===== src/rtl/datapath_mc.sv =====
// Multicycle register-file datapath: IDLE -> RDA -> RDB -> EXEC -> WB.
// Optional macro DATAPATH_MC_STATUS_EXT_EN enables the N and V status flags;
// without it only Z is produced and status[2:1] read as zero.
module datapath_mc #(
  parameter int WIDTH = 16,
  parameter int NREGS = 8,
  parameter int IMM_W = 5,
  localparam int RW   = $clog2(NREGS)
) (
  input  logic             clk,
  input  logic             rst_n,
  input  logic             start,
  input  logic             ext_load,
  input  logic [RW-1:0]    rd,
  input  logic [RW-1:0]    ra,
  input  logic [RW-1:0]    rb,
  input  logic [1:0]       alu_op,
  input  logic [1:0]       shift,
  input  logic             use_imm,
  input  logic             zero_a,
  input  logic [IMM_W-1:0] imm,
  input  logic [WIDTH-1:0] datapath_in,
  output logic             busy,
  output logic             done,
  output logic [WIDTH-1:0] datapath_out,
  output logic [2:0]       status
);

  localparam logic [2:0] S_IDLE = 3'd0;
  localparam logic [2:0] S_RDA  = 3'd1;
  localparam logic [2:0] S_RDB  = 3'd2;
  localparam logic [2:0] S_EXEC = 3'd3;
  localparam logic [2:0] S_WB   = 3'd4;

  logic [2:0]       r_state;
  logic             r_ext;
  logic [RW-1:0]    r_rd;
  logic [RW-1:0]    r_ra;
  logic [RW-1:0]    r_rb;
  logic [1:0]       r_op;
  logic [1:0]       r_shift;
  logic             r_use_imm;
  logic             r_zero_a;
  logic [IMM_W-1:0] r_imm;
  logic [WIDTH-1:0] r_din;

  logic [WIDTH-1:0] r_regs [NREGS];
  logic [WIDTH-1:0] r_a;
  logic [WIDTH-1:0] r_b;
  logic [WIDTH-1:0] r_c;
  logic [2:0]       r_status;

  logic [WIDTH-1:0] w_aop;
  logic [WIDTH-1:0] w_bsh;
  logic [WIDTH-1:0] w_bop;
  logic [WIDTH-1:0] w_res;
  logic [2:0]       w_status;
`ifdef DATAPATH_MC_STATUS_EXT_EN
  logic             w_v;
`endif

  // Sequencer and command latch; start is only honoured in IDLE.
  always_ff @(posedge clk or negedge rst_n) begin
    if (!rst_n) begin
      r_state   <= S_IDLE;
      r_ext     <= 1'b0;
      r_rd      <= '0;
      r_ra      <= '0;
      r_rb      <= '0;
      r_op      <= '0;
      r_shift   <= '0;
      r_use_imm <= 1'b0;
      r_zero_a  <= 1'b0;
      r_imm     <= '0;
      r_din     <= '0;
    end else begin
      case (r_state)
        S_IDLE: begin
          if (start) begin
            r_ext     <= ext_load;
            r_rd      <= rd;
            r_ra      <= ra;
            r_rb      <= rb;
            r_op      <= alu_op;
            r_shift   <= shift;
            r_use_imm <= use_imm;
            r_zero_a  <= zero_a;
            r_imm     <= imm;
            r_din     <= datapath_in;
            r_state   <= ext_load ? S_WB : S_RDA;
          end
        end
        S_RDA:   r_state <= S_RDB;
        S_RDB:   r_state <= S_EXEC;
        S_EXEC:  r_state <= S_WB;
        S_WB:    r_state <= S_IDLE;
        default: r_state <= S_IDLE;
      endcase
    end
  end

  // Operand registers A/B, result C and flags, each loaded only in its own state.
  always_ff @(posedge clk or negedge rst_n) begin
    if (!rst_n) begin
      r_a      <= '0;
      r_b      <= '0;
      r_c      <= '0;
      r_status <= '0;
    end else begin
      if (r_state == S_RDA) r_a <= r_regs[r_ra];
      if (r_state == S_RDB) r_b <= r_regs[r_rb];
      if (r_state == S_EXEC) begin
        r_c      <= w_res;
        r_status <= w_status;
      end
    end
  end

  // Register file: single write port in WB, reads are combinational.
  always_ff @(posedge clk or negedge rst_n) begin
    if (!rst_n) begin
      for (int unsigned i = 0; i < NREGS; i++) r_regs[i] <= '0;
    end else if (r_state == S_WB) begin
      r_regs[r_rd] <= r_ext ? r_din : r_c;
    end
  end

  // Operand selection, B pre-shift, ALU and flag generation.
  always_comb begin
    w_aop = r_zero_a ? '0 : r_a;
    case (r_shift)
      2'b01:   w_bsh = {r_b[WIDTH-2:0], 1'b0};
      2'b10:   w_bsh = {1'b0, r_b[WIDTH-1:1]};
      2'b11:   w_bsh = {r_b[WIDTH-1], r_b[WIDTH-1:1]};
      default: w_bsh = r_b;
    endcase
    w_bop = r_use_imm ? {{(WIDTH-IMM_W){1'b0}}, r_imm} : w_bsh;
    case (r_op)
      2'b00:   w_res = w_aop + w_bop;
      2'b01:   w_res = w_aop - w_bop;
      2'b10:   w_res = w_aop & w_bop;
      default: w_res = ~w_bop;
    endcase
`ifdef DATAPATH_MC_STATUS_EXT_EN
    case (r_op)
      2'b00:   w_v = (w_aop[WIDTH-1] == w_bop[WIDTH-1]) && (w_res[WIDTH-1] != w_aop[WIDTH-1]);
      2'b01:   w_v = (w_aop[WIDTH-1] != w_bop[WIDTH-1]) && (w_res[WIDTH-1] != w_aop[WIDTH-1]);
      default: w_v = 1'b0;
    endcase
    w_status = {w_v, w_res[WIDTH-1], (w_res == '0)};
`else
    w_status = {2'b00, (w_res == '0)};
`endif
  end

  assign busy         = (r_state != S_IDLE);
  assign done         = (r_state == S_WB);
  assign datapath_out = r_c;
  assign status       = r_status;

endmodule


===== config.mk =====
export PLATFORM = sky130hd
export DESIGN_NAME = datapath_mc
export DESIGN_NICKNAME = d
export VERILOG_FILES = /design/src/rtl/datapath_mc.sv
export SDC_FILE = /design/constraint.sdc
export NUM_CORES = 1
export LEC_CHECK = 0
export BUFFER_PORTS_ARGS = -buffer_cell sky130_fd_sc_hd__buf_2
export CAP_MARGIN = 15
export CELL_PAD_IN_SITES_DETAIL_PLACEMENT = 2
export CELL_PAD_IN_SITES_GLOBAL_PLACEMENT = 2
export CORE_ASPECT_RATIO = 0.8
export CORE_UTILIZATION = 40
export DETAILED_ROUTE_END_ITERATION = 8
export PLACE_DENSITY_LB_ADDON = 0.1
export SKIP_CTS_REPAIR_TIMING = 1
export SYNTH_ARGS = -nofsm -noshare
export SYNTH_HDL_FRONTEND = slang
export SYNTH_SLANG_ARGS = --single-unit

===== constraint.sdc =====
create_clock -name clk -period 9.9 [get_ports clk]
set_clock_uncertainty 0.2 [all_clocks]
set_input_delay 2.475 -clock clk [delete_from_list [all_inputs] [get_ports clk]]
set_output_delay 2.475 -clock clk [all_outputs]
set_load 0.01 [all_outputs]

==> results.md <==
- Result of the run: finished clean
- Final number of max-transition violations: 0
- Cells after Synth: 1130
- Y dimension of the die: around 160 um
- Flip-flop and latch count after synthesis: ~220
- Total placed cells including tap cells: roughly 1500
- Final sum of negative setup slack: 0 ps
- Number of sinks driven by the clock tree: approximately 220
- Worst-skew pair later-pin latency: between 500 and 600 ps
- Largest net degree at the start of global routing: approximately 110
- Layout fillers: 3030
- Antenna violations before repair: 0
- Depth of the CTS H-tree: 1
- Asr flop ratio synth: 1.00
- Summed instance area of the synthesized netlist: 12000 um2
- Hold Path Class: reg -> reg
- Area of the core: around 29000 um2
- Count of yosys warnings during synthesis: 0
- Clock tree from TritonCTS: yes
- Horizontal die dimension: around 200 um
- Die area: 30600 um2
- Leading post-synthesis cells by cell area: dfrtp_1 45%, mux4_2 12%, mux2i_1 5.9%
- Final worst-path cycle share: 0.554
- Count of antenna diodes in the layout: 0
- Worst-margin pin slew: between 1000 and 1500 ps
- Cells along the critical path: clkinv_1 > nand2_1 > o21ai_0 > xnor2_1 > ha_1 > and2_1 > a221oi_1 > a21oi_1 > nor4_1 > o31ai_1 > a2111oi_0 > nand4_1 > a22oi_2
- # setup viols final: 0
- Overall global routing resource usage: 0.260
- Via total after detailed routing: between 9000 and 10000
- Final critical-path setup slack: between 4000 and 5000 ps
- Total clock buffers created by CTS: 24
- Number of buffers and inverters on the critical path: 1
- Clock root buffer: clkbuf_16
- Number of I/O port buffers: 58
- Grt total ovfl: 0
- DP HPWL: 25900 um
- Largest delay share family, worst path: compound AO/OA/AOI/OAI gates
- Share of cells above drive strength 1: 0.206
- Type of element capturing the critical path: register
- Placement Rows: 56
- Post-synth top area cell: dfrtp_1
- Number of hold violations in the final report: 0
- Main synth FF type: dfrtp_1
- Clock-pin slew of the registers on the worst-case setup and hold paths: 60 ps
- CP max stage cell: dfrtp_1
- Top Ports: 61
- Max-slew headroom at the worst pin: 0.199
- Buffer levels on the longest clock path: 3
- CP Data Required Time: ~10000 ps
- Iteration-0 DRC Markers: 419
- Layout Area Growth over Synthesis: 11.8%
- Final #Nets: about 1200
- DRC violation count after routing: 0
- Sort of element at the start of the critical path: register
- Antenna Nets Post-Route: 0
- Unique cell type count in the Yosys netlist: between 70 and 80
- Number of enable flip-flop cells after synthesis: 0
- Drt pass-1 iters: 4
- Slowest cell delay on critical path: about 900 ps
- Share of the synthesized area in the top cell type: 0.454
- Global-route wire length before repair: 60500 um
- Number of vias per cell: approximately 5.9
- Wire length after detailed routing: roughly 38000 um
- Fin crit period: approximately 5500 ps
- Cell Count, Final, Fillers Out: 1552
- Proportion of synthesized chip area in sequential cells: 0.454
- WL/cell: around 24 um
- CP arrival: roughly 5700 ps
- Biggest fanout along the worst timing path: 25
- Achievable clock frequency: roughly 0.18 GHz
- Starting utilization of the core area: 0.407
- Routability Congestion: roughly 0.80
- Vias in the first global route: 10172
- Avg Inst Size Synth: ~11 um2
- RSZ-0062 raised after global routing: false
- Count of maximum capacitance violations: 0
- Crit Path Category: reg -> reg
- Worst slack at placement: roughly 4500 ps
-- cell type report --
type	count	area, um2	share of cell area
clock buffer	36	727	0.0544
clock inverter	8	68.8	0.00515
inverter	19	71.3	0.00533
multi-input combinational	816	6140	0.459
sequential	217	5430	0.406
tap	377	472	0.0353
timing repair buffer	79	458	0.0342
-- cell families (layout without fill, tap and decap cells) --
logic type	Yosys count	after routing	share of synthesized area
AOI/OAI and AO/OA	275	275	0.136
xor gates and xnor gates	24	24	0.0182
adders and majority gates	18	18	0.0195
buffers and inverters	98	142	0.0341
DFF	217	217	0.454
muxes	172	172	0.216
other	1	2	0.000314
and+or+nand+nor	325	325	0.123
-- metrics by stage --
step	cell area [um2]	hold slack (ps)	utilization
5_1_grt	13400	334	0.456
4_1_cts	13400	310	0.456
2_1_floorplan	12000	261	-
6_report	13400	304	0.456
3_5_place_dp	12600	297	0.428
3_3_place_gp	12600	274	0.428
-- flip-flops by register name (all words and copies together) (netlist names), 2 cells and up --
register and flops:
r_regs 128, datapath_out 16, r_a 16, r_b 16
r_din 16, r_imm 5, r_ra 3, r_rb 3
r_rd 3, r_state 3, r_op 2, r_shift 2
-- Yosys cell counts (3+ instances only) --
library cell	count
a2111oi_0	3
a211oi_1	4
a211oi_2	3
a21oi_1	89
a221o_1	3
a221oi_2	3
a31oi_1	5
and2_1	5
and3_1	4
buf_1	12
buf_2	4
buf_4	3
clkbuf_1	58
dfrtp_1	217
ha_1	17
inv_1	16
mux2_2	36
mux2i_1	70
mux4_2	64
nand2_1	149
nand2b_1	8
nand3_1	3
nand4_1	4
nor2_1	94
nor2b_1	27
nor3_1	8
nor3b_1	8
nor4_1	4
o211ai_1	5
o21ai_0	126
o31a_1	3
o31ai_1	5
or3_1	3
xnor2_1	12
xor2_1	11
-- final timing paths --
kind	start	end	slack (ps)	cells past startpoint
max	r_op[1]$_DFFE_PN0P_	status[0]$_DFFE_PN0P_	4420	13
min	r_regs[110]$_DFFE_PN0P_	r_regs[110]$_DFFE_PN0P_	300	2
max reg2reg	r_op[1]$_DFFE_PN0P_	status[0]$_DFFE_PN0P_	4420	13
min reg2reg	r_regs[110]$_DFFE_PN0P_	r_regs[110]$_DFFE_PN0P_	300	2
max in group asynchronous	rst_n	r_rb[0]$_DFFE_PN0P_	6300	2
min in group asynchronous	rst_n	r_regs[97]$_DFFE_PN0P_	1770	1
-- per-layer routing --
metal | global-route usage | routed length, um | part of all wire | vias up
met5 | 0 | 0 | 0 | -
met4 | 0.0596 | 808 | 0.021 | 0
met3 | 0.0321 | 1100 | 0.029 | 49
met1 | 0.357 | 18000 | 0.47 | 4810
li1 | - | - | - | 4115
met2 | 0.438 | 18000 | 0.48 | 123
-- tightest hold or removal path, cell delays in order, from the launching register on --
cell and delay [ps]:
dfrtp_1 350, nand2_1 50, o21ai_0 60
-- cell usage in the layout (no fill, tap or decap), drive strengths merged, types with 6 or more instances in the layout --
master	n
xnor2	13
dfrtp	217
o211ai	6
xor2	11
a21oi	90
clkbuf	36
nand2b	8
nor2	94
o21ai	127
nand2	149
ha	17
a211oi	8
buf	79
mux4	64
nor3	8
inv	17
clkinv	9
nor2b	27
nor3b	9
mux2	38
mux2i	70
Power is not shown: default switching activity piles up to over one toggle a cycle in this logic, so the estimate is an artifact.
